[src/rtl/if_stage_if.sv]
// Instruction-memory request/acknowledge bus between the fetch stage (master) and imem (slave).
interface if_stage_if;
  logic        imem_req;
  logic [0:15] imem_addr;
  logic        imem_ack;
  logic [0:31] imem_rdata;

  modport master (
    output imem_req,
    output imem_addr,
    input  imem_ack,
    input  imem_rdata
  );

  modport slave (
    input  imem_req,
    input  imem_addr,
    output imem_ack,
    output imem_rdata
  );
endinterface

[src/rtl/if_stage.sv]
// Instruction-fetch stage: owns the PC, runs the imem req/ack handshake and drives the IF/ID
// pipeline register, absorbing hazard stalls and squashing wrong-path fetches on branches.
module if_stage #(
  parameter logic [0:15] RESET_PC = 16'h0000,
  parameter logic [0:15] PC_INC   = 16'd4,
  parameter logic [0:31] NOP_INST = 32'h0000_0000
) (
  input  logic         clk,
  input  logic         reset,
  input  logic         stall,
  input  logic         ID_br_ctrl,
  input  logic [0:15]  ID_br_pc,
  if_stage_if.master   imem,
  output logic [0:31]  ID_inst,
  output logic [0:15]  ID_pc,
  output logic         ID_valid
);

  typedef enum logic [1:0] {StIdle, StFetch, StHold, StDiscard} state_e;

  state_e      state_q, state_d;
  logic [0:15] pc_q, pc_d;
  logic [0:15] tgt_q, tgt_d;
  logic [0:31] buf_inst_q, buf_inst_d;
  logic [0:15] buf_pc_q, buf_pc_d;
  logic [0:31] id_inst_q, id_inst_d;
  logic [0:15] id_pc_q, id_pc_d;
  logic        id_valid_q, id_valid_d;

  logic req;
  logic acc;
  logic br_take;
  logic bubble;

  assign req     = (state_q == StFetch) || (state_q == StDiscard);
  // Data is only accepted for a request actually on the bus; a stray ack is ignored.
  assign acc     = req && imem.imem_ack;
  assign br_take = ID_br_ctrl && !stall;

  assign imem.imem_req  = req;
  assign imem.imem_addr = pc_q;
  assign ID_inst        = id_inst_q;
  assign ID_pc          = id_pc_q;
  assign ID_valid       = id_valid_q;

  always_comb begin
    state_d    = state_q;
    pc_d       = pc_q;
    tgt_d      = tgt_q;
    buf_inst_d = buf_inst_q;
    buf_pc_d   = buf_pc_q;
    id_inst_d  = id_inst_q;
    id_pc_d    = id_pc_q;
    id_valid_d = id_valid_q;
    bubble     = 1'b0;

    case (state_q)
      StIdle: state_d = StFetch;

      StFetch: begin
        if (br_take) begin
          bubble = 1'b1;
          if (acc) begin
            pc_d = ID_br_pc;
          end else begin
            // Keep the address stable until the in-flight request completes.
            tgt_d   = ID_br_pc;
            state_d = StDiscard;
          end
        end else if (stall) begin
          if (acc) begin
            buf_inst_d = imem.imem_rdata;
            buf_pc_d   = pc_q;
            pc_d       = pc_q + PC_INC;
            state_d    = StHold;
          end
        end else if (acc) begin
          id_inst_d  = imem.imem_rdata;
          id_pc_d    = pc_q;
          id_valid_d = 1'b1;
          pc_d       = pc_q + PC_INC;
        end else begin
          bubble = 1'b1;
        end
      end

      StHold: begin
        if (br_take) begin
          bubble  = 1'b1;
          pc_d    = ID_br_pc;
          state_d = StFetch;
        end else if (!stall) begin
          id_inst_d  = buf_inst_q;
          id_pc_d    = buf_pc_q;
          id_valid_d = 1'b1;
          state_d    = StFetch;
        end
      end

      StDiscard: begin
        // Decode holds only bubbles here, so a further branch cannot be meaningful.
        if (acc) begin
          pc_d    = tgt_q;
          state_d = StFetch;
        end
        if (!stall) begin
          bubble = 1'b1;
        end
      end

      default: state_d = StIdle;
    endcase

    if (bubble) begin
      id_inst_d  = NOP_INST;
      id_pc_d    = '0;
      id_valid_d = 1'b0;
    end
  end

  always_ff @(posedge clk or negedge reset) begin
    if (!reset) begin
      state_q    <= StIdle;
      pc_q       <= RESET_PC;
      tgt_q      <= '0;
      buf_inst_q <= '0;
      buf_pc_q   <= '0;
      id_inst_q  <= NOP_INST;
      id_pc_q    <= '0;
      id_valid_q <= 1'b0;
    end else begin
      state_q    <= state_d;
      pc_q       <= pc_d;
      tgt_q      <= tgt_d;
      buf_inst_q <= buf_inst_d;
      buf_pc_q   <= buf_pc_d;
      id_inst_q  <= id_inst_d;
      id_pc_q    <= id_pc_d;
      id_valid_q <= id_valid_d;
    end
  end

endmodule
[src/flat_wrapper.sv]
// flat-port wrapper written by rule: the top's interface ports become plain ports
module if_stage_flat 
#(
  parameter logic [0:15] RESET_PC = 16'h0000,
  parameter logic [0:15] PC_INC   = 16'd4,
  parameter logic [0:31] NOP_INST = 32'h0000_0000
)
  (clk, reset, stall, ID_br_ctrl, ID_br_pc, ID_inst, ID_pc, ID_valid, imem_imem_req, imem_imem_addr, imem_imem_ack, imem_imem_rdata);
  if_stage_if imem_i ();
  input  logic clk;
  input  logic reset;
  input  logic stall;
  input  logic ID_br_ctrl;
  input  logic [0:15] ID_br_pc;
  output logic [0:31] ID_inst;
  output logic [0:15] ID_pc;
  output logic ID_valid;
  output wire logic [$bits(imem_i.imem_req)-1:0] imem_imem_req;
  output wire logic [$bits(imem_i.imem_addr)-1:0] imem_imem_addr;
  input wire logic [$bits(imem_i.imem_ack)-1:0] imem_imem_ack;
  input wire logic [$bits(imem_i.imem_rdata)-1:0] imem_imem_rdata;
  assign imem_imem_req = imem_i.imem_req;
  assign imem_imem_addr = imem_i.imem_addr;
  assign imem_i.imem_ack = imem_imem_ack;
  assign imem_i.imem_rdata = imem_imem_rdata;
  if_stage #(.RESET_PC(RESET_PC), .PC_INC(PC_INC), .NOP_INST(NOP_INST)) u_core (.clk(clk), .reset(reset), .stall(stall), .ID_br_ctrl(ID_br_ctrl), .ID_br_pc(ID_br_pc), .imem(imem_i), .ID_inst(ID_inst), .ID_pc(ID_pc), .ID_valid(ID_valid));
endmodule
[config.mk]
export PLATFORM = sky130hd
export DESIGN_NAME = if_stage_flat
export DESIGN_NICKNAME = d
export VERILOG_FILES = /design/src/rtl/if_stage_if.sv /design/src/rtl/if_stage.sv /design/src/flat_wrapper.sv
export SDC_FILE = /design/constraint.sdc
export NUM_CORES = 1
export LEC_CHECK = 0
export CORE_MARGIN = 1
export CORE_UTILIZATION = 52
export DETAILED_ROUTE_END_ITERATION = 6
export PLACE_DENSITY = 0.84
export REMOVE_ABC_BUFFERS = 1
export SYNTH_ARGS = -nofsm -noshare
export SYNTH_HDL_FRONTEND = slang
export SYNTH_SLANG_ARGS = --single-unit
[constraint.sdc]
create_clock -name clk -period 2.9 [get_ports clk]
set_input_delay 0.58 -clock clk [delete_from_list [all_inputs] [get_ports clk]]
set_output_delay 0.58 -clock clk [all_outputs]
set_load 0.01 [all_outputs]
Word-level counts from Yosys, hierarchy flattened

Index checks and enable logic that the tools add are counted.

Add/sub/neg operators: 1
Multipliers: 0
Div/mod/pow operators: 0
Order comparisons: 0
Equal/unequal tests: 15
Shift-type cells: 0
Muxes and demuxes: 41
Bitwise logic cells: 2
Reductions and logical operators: 12

Operator list:

| cell                  | count |
|---|---|
| $mux 32               | 6 |
| $mux 16               | 11 |
| $pmux 32 s2           | 1 |
| $pmux 16 s3           | 1 |
| $pmux 16 s2           | 1 |
| $add 16x3->16 const B | 1 |
| $mux 2                | 7 |
| $ne 3x2->1 const B    | 4 |
| $mux 1                | 11 |
| $ne 3x3->1 const B    | 3 |
| $pmux 2 s4            | 1 |
| $reduce_and 4->1      | 2 |
| $ne 2x1->1 const B    | 3 |
| $ne 3x1->1 const B    | 2 |
| $reduce_and 6->1      | 1 |
| $reduce_bool 3->1     | 2 |
| $reduce_and 5->1      | 1 |
| $eq 2x2->1 const B    | 2 |
| $pmux 1 s3            | 1 |
| $reduce_and 3->1      | 1 |
| $eq 2x1->1 const B    | 1 |
| $logic_and 1x1->1     | 2 |
| $logic_not 2->1       | 1 |
| $not 1->1             | 2 |
| other kinds (3)       | 3 |

Register bits after elaboration: 131
Latch bits: 0
Bits in writable memories: 0
Memory bits (read-only): 0
Input port bits: 53
Memories: 0

Logic depth before layout (Yosys ltp)

Gate-level depths: netlist (run 1).

Word-level depth: 9
Depth in mapped cells: 9

Worst setup path after synthesis (run 1)

OpenSTA, ideal clock, no wires.

Path kind: reg-to-reg
From: reg u_core.state_q[1]
To: reg u_core.pc_q, in the netlist u_core.imem.imem_addr[1]
Library setup time: 121 ps
Data arrival time: 1,939 ps
Data required time: 2,779 ps
Slack: 840 ps
Cell stages (with the launch flop): 8
Buffers on the path: 0
Period minus slack after synthesis: 2,060 ps
Path through: dfrtp_1 -> inv_1 -> ha_1 -> or2_4 -> a221o_1 -> a221o_1 -> o21a_1 -> o22a_1

Longest elaborated chain between the ends: 5

Ends and longest elaborated chain:

| what                                            | RTL line           | RTL |
|---|---|---|
| from (decl)                                     | if_stage.sv:21     | `state_e state_q, state_d;` |
| from (signal assigned)                          | if_stage.sv:123    | `state_q <= StIdle;` |
| from (signal assigned)                          | if_stage.sv:132    | `state_q <= state_d;` |
| $eq 2x1->1 / $eq 2x2->1 (equally long branches) | if_stage.sv:35     | `assign req = (state_q == StFetch) \|\| (state_q == StDiscard);` |
| $logic_or 1x1->1 *                              | if_stage.sv:35     |  |
| named net imem_imem_req                         | flat_wrapper.sv:18 | `output wire logic [$bits(imem_i.imem_req)-1:0] imem_imem_req;` |
| $logic_and 1x1->1 *                             | if_stage.sv:37     | `assign acc = req && imem.imem_ack;` |
| $ne 2x1->1 (no line)                            | n/a                |  |
| $reduce_and 4->1 (no line) *                    | n/a                |  |
| to (signal assigned)                            | if_stage.sv:133    | `pc_q <= pc_d;` |
| to (decl)                                       | if_stage.sv:22     | `logic [0:15] pc_q, pc_d;` |

The timed path passes the listed nets; every way through them passes the cells marked *.
A chain may end at the register's enable or synchronous reset.

Final worst setup path (run 1)

From: reg u_core.state_q[1]
To: out imem_imem_req

Longest elaborated chain between the ends: 2

Ends and longest elaborated chain:

| what                                            | RTL line |
|---|---|
| $eq 2x1->1 / $eq 2x2->1 (equally long branches) | if_stage.sv:35 |
| $logic_or 1x1->1 *                              | if_stage.sv:35 |
| to (decl)                                       | flat_wrapper.sv:18 |

Mark *: on every way between the ends. The rest lies on a longest branch, timed or not.

==> results of run 1 <==
-- registers in the layout, summed over array words and instances, names as in the netlist --
name	flops
u_core.buf_pc_q	16
u_core.ID_inst	32
u_core.buf_inst_q	32
u_core.imem.imem_addr	16
u_core.tgt_q	16
u_core.state_q	2
u_core.ID_valid	1
u_core.ID_pc	16
-- final timing paths --
| kind | startpoint | end | cells after the start |
|---|---|---|---|
| min in group clk | u_core.ID_pc[5]$_DFFE_PN0P_ | u_core.ID_pc[5]$_DFFE_PN0P_ | 1 |
| setup / recovery | u_core.state_q[1]$_DFFE_PN0P_ | imem_imem_req | 4 |
| hold / removal | reset | u_core.ID_inst[0]$_DFFE_PN0P_ | 1 |
| hold reg to reg | u_core.ID_pc[5]$_DFFE_PN0P_ | u_core.ID_pc[5]$_DFFE_PN0P_ | 1 |
| max in group asynchronous | reset | u_core.imem.imem_addr[10]$_DFFE_PN0P_ | 2 |
| setup reg to reg | u_core.state_q[1]$_DFFE_PN0P_ | u_core.ID_inst[21]$_DFFE_PN0P_ | 8 |
-- cells in the final DEF (no fill, tap or decap), drive strengths merged, types with 13 or more instances in the layout --
cell           synthesis  final
o21ai                 19     19
mux2                  60     60
a21oi                 13     13
mux2i                 48     48
o2bb2ai               50     50
clkdlybuf4s50          0    117
nor2                  14     14
dfrtp                131    131
buf                   19     15
clkbuf                12     23
-- through the flow --
step	setup WS [ps]	utilization	TNS, ps
3_5_place_dp	268.8	0.6655	0
2_1_floorplan	-1814	-	-94910
6_report	311.8	0.7193	0
4_1_cts	305.8	0.7193	0
3_3_place_gp	334.7	0.6655	0
5_1_grt	239.5	0.7193	0
-- kinds of logic (layout without fill, tap and decap cells) --
| family | after synthesis | after routing | share of synthesized area |
|---|---|---|---|
| AOI/OAI and AO/OA | 126 | 126 | 0.1622 |
| buffers and inverters | 40 | 173 | 0.03146 |
| DFF | 131 | 131 | 0.5532 |
| and+or+nand+nor | 53 | 53 | 0.04751 |
| muxes | 108 | 108 | 0.1951 |
| adders and majority gates | 5 | 5 | 0.01056 |
-- Yosys cell counts, types with 8 or more instances --
library cell,n,area (um^2)
a21oi_1,13,65.06
a22oi_1,8,60.06
buf_2,11,55.05
clkbuf_1,12,45.04
dfrtp_1,131,3278
inv_1,9,33.78
mux2_2,60,675.7
mux2i_1,48,480.5
nand2_1,8,30.03
nor2_1,14,52.55
o21ai_0,19,95.09
o2bb2ai_1,50,437.9
-- power by group through the flow --
| stage | clock [mW] | combinational (mW) | sequential [mW] |
|---|---|---|---|
| floorplan | 0 | 2.12 | 3.25 |
| global placement | 0 | 3.70 | 3.19 |
| detailed placement | 0 | 3.84 | 3.25 |
| CTS | 2.14 | 3.86 | 3.24 |
| global route | 2.22 | 4.15 | 3.35 |
| finish | 2.12 | 3.84 | 3.25 |
-- layout make-up --
type                            count  share of cell area
Inverter                            9            0.004276
Clock buffer                       23             0.06177
Clock inverter                      9             0.01299
Timing Repair Buffer              132              0.1688
Sequential cell                   131              0.4150
Multi-Input combinational cell    292              0.3150
Tap cell                          140             0.02217
-- metal layers --
layer / vias up / track usage / wire [um] / part of all wire
li1: 1990 / - / - / -
met1: 2283 / 0.3177 / 5958 / 0.42
met2: 157 / 0.4290 / 7198 / 0.51
met3: 16 / 0.05619 / 804 / 0.057
met4: 0 / 0.1110 / 208 / 0.015
met5: - / 0 / 0 / 0
==> results.yml, run 1 <==
detailed_routing:
  drt-initial-drc-count: 222
  wl_per_cell_um: 19.25
  drt_first_pass_iters: 5
  wl_um: 14170
  drc_errors: 0
  via_per_inst: 6.041
  vias: 4446
  ant_nets: 0
yosys:
  synth_edf_count: 0
  avgSynthCellArea_um2: 12.80
  syn_area_um2: 5926
  yosysWarnings: 0
  synth_cell_types: 49
  ys_seq_area_frac: 0.5532
  ys.flop_type: "dfrtp_1"
  synthCells: 463
  synthArstFlopShare: 1.000
  ys_seq_elements: 131
critical_path:
  slowest_stage: "clkdlybuf4s50_1"
  path_buf_inv: 2
  rrSetupSlack_ps: 590
  cp-end-kind: "output pin"
  critPathTopFamily: "buffers and inverters"
  cp-start-kind: "flop"
  slowest_delay_ps: 530
  worstPathCellList: "inv_1, ha_1, or2_4, clkdlybuf4s50_1"
  cp_data_arrival_time_ps: 2010
  cp_data_required_time_ps: 2320
  crit_type: "reg2out"
  worstPathMaxFanout: 7
placement:
  dp_hpwl_um: 9142
  place.gp.congestion: 0.8495
  dp_cells: 704
  port_buffers: 118
  post_dp_cell_area_um2: 7310
power:
  switching_power_mw: 3.224
  p_leak_nw: 3.268
  p_total_mw: 9.201
  p_sw_frac: 0.3505
  power_density_nw_per_um2: 1165
  combPwrFrac: 0.417
  p_seq_frac: 0.353
  ir_worst_vdd_uv: 653.5
  internal_power_mw: 5.976
  power.share.clock: 0.230
sta:
  finClkSkew_ps: 6.858
  slew_viol_final: 0
  whs_ps: 231.5
  period_needed_ps: 2588
  rsz0062_at_grt: "no"
  min_period_over_period: 0.8925
  tightest_slew_ps: 732.8
  max_freq_mhz: 386.4
  hold_violations: 0
  setup_viol: 0
  slew_headroom: 0.5115
clock_network:
  path_clk_slew_ps: 60
  cts_tree: "built"
  clockRootBuffer: "clkbuf_16"
  cts_hold_buffers: 0
  clk-insertion-delay-late_ps: 410
  cts_buffers: 17
  cts.path.max_buffers: 2
  post_cts_resized: 0
  cts_setup_buffers: 0
  cts-htree-levels: 4
  clock_sinks: 131
global_routing:
  grt_max_degree: 57
  grt_pass1_wl_um: 22700
  grt_pass1_vias: 4462
  grt-ovfl-total: 0
  antenna_found_initial: 0
  track_usage: 0.2556
cells_and_area:
  antenna_cells: 0
  n_fill_cell: 746
  fin_cells: 736
  ff_latch_area_um2: 3278
  drive_above_1_share: 0.1930
  fin_area_um2: 7900
  nets: 641
  area_growth_pct: 33.32
  multi_input_area_um2: 2489
floorplanning:
  io_pins: 119
  fp.dieW_um: 108.8
  rows: 38
  die_area_um2: 11830
  die_h_um: 108.8
  core_area_um2: 10980
  start_util: 0.5395
flow_run:
  cap_violations: 0
outcome:
  status: "completed"
min_path:
  hold_path.class: "in2async"
(Power assumes the default switching activity.)
==> run 2, diff against run 1 <==
CORE_UTILIZATION = 53   (was 52)
CTS_BUF_LIST = sky130_fd_sc_hd__clkbuf_8   (was not set)
GPL_TIMING_DRIVEN = 0   (was not set)
PLACE_DENSITY = 0.85   (was 0.84)
==> run 2 against run 1 <==
Against the previous run: sequential share of layout area increased by 0.82 points; largest cell class unchanged; core utilization decreased by 0.77 points; sequential cell count unchanged; clock power decreased by 14%; via count decreased by 1.9%; critical path type is now reg2reg; clock skew decreased by 0.75 ps; sequential power about the same; highest routed layer unchanged.
==> results.yml, run 2 (synthesized netlist as in run 1, its figures left out) <==
outcome:
  status: "completed"
cells_and_area:
  area_growth_pct: 30.74
  layout_commonest_cell: "dfrtp_1"
  drive_above_1_share: 0.1806
  final_util: 0.7116
  multi_input_area_um2: 2499
  ff_latch_area_um2: 3278
  n_fill_cell: 765
  antenna_cells: 0
  nets: 632
  fin_cells: 727
  final_cell_mix: "131 x dfrtp_1, 117 x clkdlybuf4s50_1, 60 x mux2_2"
sta:
  period_needed_ps: 2762
  tightest_slew_ps: 1394
  slew_headroom: 0.06527
  slew_viol_final: 0
  finClkSkew_ps: 6.106
  fin_ws_ps: 138.4
  min_period_over_period: 0.9523
  hold_violations: 0
  setup_viol: 0
  rsz0062_at_grt: "no"
  max_freq_mhz: 362.1
  totalNegativeSetupSlack_ps: 0
global_routing:
  grt-ovfl-total: 0
  grt_pass1_vias: 4466
  grt_max_degree: 105
  antenna_found_initial: 0
  grt_pass1_wl_um: 22490
  track_usage: 0.2523
critical_path:
  cp_common_cell: "inv_1"
  reg2reg_depth: 5
  worstPathCellList: "inv_1, ha_1, inv_1, nor3_2, mux2_2"
  slowest_delay_ps: 1130
  crit_type: "reg2reg"
  cp_data_arrival_time_ps: 3070
  r2r_start: "u_core.state_q[1]$_DFFE_PN0P_"
  reg2reg_to: "u_core.tgt_q[10]$_DFFE_PN0P_"
  slowest_stage: "nor3_2"
  cp-start-kind: "flop"
  worstPathMaxFanout: 18
  rrSetupSlack_ps: 140
  cp_data_required_time_ps: 3210
  cp-end-kind: "flop"
clock_network:
  path_clk_slew_ps: 80
  cts-htree-levels: 4
  cts.path.max_buffers: 2
  cts_buffers: 17
  cts_tree: "built"
  clockRootBuffer: "clkbuf_8"
  clk-insertion-delay-late_ps: 430
  clock_sinks: 131
floorplanning:
  die_area_um2: 11610
  start_util: 0.5442
  core_area_um2: 10890
  io_pins: 119
  rows: 38
  fp.dieW_um: 107.7
  die_h_um: 107.7
detailed_routing:
  via_per_inst: 5.999
  ant_nets: 0
  drt-initial-drc-count: 237
  vias: 4361
  drt_first_pass_iters: 5
  wl_per_cell_um: 18.86
  wl_um: 13710
  drc_errors: 0
placement:
  dp_cells: 694
  place.gp.congestion: 0.7785
  dp_hpwl_um: 8935
  place_ws_ps: -227.0
  port_buffers: 118
power:
  power_density_nw_per_um2: 1141
  ir_worst_vdd_uv: 752.0
  p_leak_nw: 3.172
min_path:
  hold_path.class: "reg2reg"
  hold_start: "u_core.ID_inst[9]$_DFFE_PN0P_"
  hold_depth: 1
  min_to: "u_core.ID_inst[9]$_DFFE_PN0P_"
flow_run:
  cap_violations: 0
run 2: cell count changes in the layout (fill, tap and decap cells not counted), moves of 2 or more:
cell and change:
buf_4 -11, clkinv_2 -3, buf_16 +2, clkbuf_16 -17
inv_1 +2, clkbuf_1 -2, buf_12 -2, bufinv_16 +4
clkbuf_8 +13, clkinv_4 +2
run 2: stage by stage:
step	cell area, um^2	power, mW	hold WS [ps]
finish	7747	8.843	491.0
global route	7747	9.361	510.9
CTS	7747	8.891	493.7
detailed placement	7261	7.043	462.6
global placement	7129	6.651	462.0
floorplan	5773	5.370	284.4
run 2: cell type report:
| type | instances | share of cell area |
|---|---|---|
| clock buffer | 17 | 0.03020 |
| tap | 140 | 0.02261 |
| clock inverter | 15 | 0.03101 |
| timing repair buffer | 123 | 0.1662 |
| multi-input combinational | 292 | 0.3225 |
| sequential | 131 | 0.4231 |
| inverter | 9 | 0.004360 |
run 2: layer usage:
| metal | wire [um] | track usage |
|---|---|---|
| met5 | 0 | 0 |
| met4 | 219 | 0.1018 |
| met3 | 648 | 0.05811 |
| met2 | 6884 | 0.4130 |
| met1 | 5956 | 0.3235 |
run 2: critical path: cells and delay by family (launching register included):
| kind | cells | cell delay (ps) |
|---|---|---|
| multiplexers | 1 | 440 |
| flip-flops | 1 | 430 |
| buffers and inverters | 2 | 290 |
| AND/OR/NAND/NOR | 1 | 1130 |
| adder cells (fa/ha/maj) | 1 | 360 |
run 2: power breakdown:
part / total, mW / internal [mW] / switching [mW]
sequential: 3.22 / 2.65 / 0.569
clock: 1.82 / 1.10 / 0.714
combinational: 3.80 / 1.94 / 1.86
run 2: worst max path at each step:
| stage | endpoint | from | slack (ps) |
|---|---|---|---|
| finish | u_core.tgt_q[10]$_DFFE_PN0P_ | u_core.state_q[1]$_DFFE_PN0P_ | 140 |
| global route | u_core.tgt_q[8]$_DFFE_PN0P_ | u_core.state_q[1]$_DFFE_PN0P_ | 50 |
| CTS | u_core.tgt_q[10]$_DFFE_PN0P_ | u_core.state_q[1]$_DFFE_PN0P_ | 170 |
| detailed placement | u_core.tgt_q[8]$_DFFE_PN0P_ | stall | -230 |
| global placement | u_core.ID_inst[19]$_DFFE_PN0P_ | u_core.state_q[0]$_DFFE_PN0P_ | -4100 |
| floorplan | u_core.ID_inst[0]$_DFFE_PN0P_ | u_core.state_q[0]$_DFFE_PN0P_ | -1810 |
run 2: repair_timing:
| action | in CTS | in global routing |
|---|---|---|
| resized for setup | 1 | 0 |
| setup endpoints to repair | 1 | 0 |
| hold buffers | 1 | 0 |
| hold endpoints to repair | 9 | 0 |
| setup buffers | 0 | 0 |
==> run 3, diff against run 2 <==
CORE_UTILIZATION = 55   (was 53)
DONT_BUFFER_PORTS = 1   (was not set)
PLACE_DENSITY = 0.73   (was 0.85)
==> run 3 against run 2 <==
Against the previous run: the run now ends with negative hold slack left; core utilization down 8.4 points; critical path depth up 1; worst setup slack better by 11 ps; non-clock buffer count down 119; maximum frequency up 0.41%; critical endpoint is now u_core.imem.imem_addr[1]$_DFFE_PN0P_.
==> results.yml, run 3 (synthesized netlist as in run 1, its figures left out) <==
cells_and_area:
  antenna_cells: 0
  nets: 513
  fin_area_um2: 6511
  n_fill_cell: 829
  final_cell_mix: "131 x dfrtp_1, 60 x mux2_2, 50 x o2bb2ai_1"
  layout_commonest_cell: "dfrtp_1"
  final_util: 0.6279
  multi_input_area_um2: 2499
  fin_cells: 604
  area_growth_pct: 9.882
  drive_above_1_share: 0.2286
  ff_latch_area_um2: 3278
sta:
  rsz0062_at_grt: "no"
  min_period_over_period: 0.9484
  max_freq_mhz: 363.6
  period_needed_ps: 2750
  slew_headroom: 0.3916
  slew_viol_final: 0
  hold_violations: 131
  tightest_slew_ps: 912.6
  setup_viol: 0
  finClkSkew_ps: 13.61
  fin_ws_ps: 149.7
  whs_ps: -166.6
clock_network:
  clk-insertion-delay-late_ps: 440
  cts.path.max_buffers: 2
  cts-htree-levels: 4
  cts_buffers: 17
  clockRootBuffer: "clkbuf_8"
  cts_setup_buffers: 0
  cts_tree: "built"
  clock_sinks: 131
  path_clk_slew_ps: 80
global_routing:
  grt_pass1_wl_um: 20770
  grt_max_degree: 132
  grt_use_met1: 0.2976
  met3_usage: 0.08905
  busiest_layer: "met2"
  grt_pass1_vias: 4000
  antenna_found_initial: 0
  grt-ovfl-total: 0
  track_usage: 0.2419
  use_met2: 0.3936
placement:
  dp_hpwl_um: 8146
  place_ws_ps: 78.98
  dp_cells: 572
  port_buffers: 0
  place.gp.congestion: 0.8212
  post_dp_cell_area_um2: 6058
detailed_routing:
  vias: 3886
  wl_um: 12800
  wl_per_cell_um: 21.19
  drt-initial-drc-count: 284
  drt_first_pass_iters: 4
  ant_nets: 0
  via_per_inst: 6.434
  drc_errors: 0
power:
  power_density_nw_per_um2: 1220
  ir_worst_vdd_uv: 598.1
  p_leak_nw: 2.715
min_path:
  hold_path.class: "in2async"
critical_path:
  worstPathMaxFanout: 23
  crit_type: "reg2reg"
  cp-start-kind: "flop"
  cp_data_required_time_ps: 3240
  cp-end-kind: "flop"
  cp_data_arrival_time_ps: 3090
outcome:
  violations: "negative hold slack"
  status: "finished, violations left"
floorplanning:
  die_h_um: 105.8
  start_util: 0.5714
  rows: 37
  io_pins: 119
  fp.dieW_um: 105.8
  die_area_um2: 11190
  core_area_um2: 10370
flow_run:
  cap_violations: 0
## run 3: cell count changes in the layout (fill, tap and decap cells not counted), sizes merged
cell	delta
inv	-1
clkbuf	+2
clkinv	+3
bufinv	-2
buf	-1
dlygate4sd3	-1
clkdlybuf4s50	-117
clkinvlp	-2
## run 3: per-stage QoR
stage	power, mW	TNS, ps	hold slack [ps]
3_3_place_gp	5.868	-255010	286.5
3_5_place_dp	6.267	0	286.1
4_1_cts	7.963	0	-187.4
6_report	7.941	0	-166.6
5_1_grt	8.410	0	-205.8
2_1_floorplan	5.370	-94910	284.4
## run 3: final cells by class
| class | count | area share |
|---|---|---|
| Clock buffer | 19 | 0.04016 |
| Clock inverter | 13 | 0.02786 |
| Inverter | 9 | 0.005188 |
| Multi-Input combinational cell | 292 | 0.3837 |
| Sequential cell | 131 | 0.5035 |
| Tap cell | 136 | 0.02613 |
| Timing Repair Buffer | 4 | 0.01345 |
## run 3: timing repair
action | 4_1_cts | 5_1_grt
hold endpoints to repair | 131 | 131
endpoints found under the setup margin | 0 | 6
gates resized for setup | 0 | 1
## run 3: critical path, stage by stage (launching register included)
cell and delay, ps:
dfrtp_1 420, ha_1 520, or2_4 420, a221o_1 560
a221o_1 360, o21a_1 190, o22a_1 180
## run 3: worst paths after layout
check / start / endpoint / slack [ps] / depth (start not counted)
min in group clk: stall / u_core.state_q[0]$_DFFE_PN0P_ / 260 / 1
max in group asynchronous: reset / u_core.buf_pc_q[5]$_DFFE_PN0P_ / 2850 / 0
worst max register to register: u_core.state_q[1]$_DFFE_PN0P_ / u_core.imem.imem_addr[1]$_DFFE_PN0P_ / 150 / 6
worst min-delay path: reset / u_core.buf_inst_q[20]$_DFFE_PN0P_ / -170 / 0
worst min register to register: u_core.buf_pc_q[8]$_DFFE_PN0P_ / u_core.buf_pc_q[8]$_DFFE_PN0P_ / 490 / 2
worst max-delay path: u_core.state_q[1]$_DFFE_PN0P_ / u_core.imem.imem_addr[1]$_DFFE_PN0P_ / 150 / 6
## run 3: per-layer routing
layer / vias up / wire [um]
met3: 15 / 931
met2: 123 / 6279
met1: 2017 / 5400
met4: 0 / 185
li1: 1731 / -
met5: - / 0
## run 3: power by group
part / internal, mW / switching (mW) / leakage [nW]
logic: 1.33 / 1.48 / 0.865
registers: 2.65 / 0.783 / 1.63
clock network: 0.981 / 0.716 / 0.222
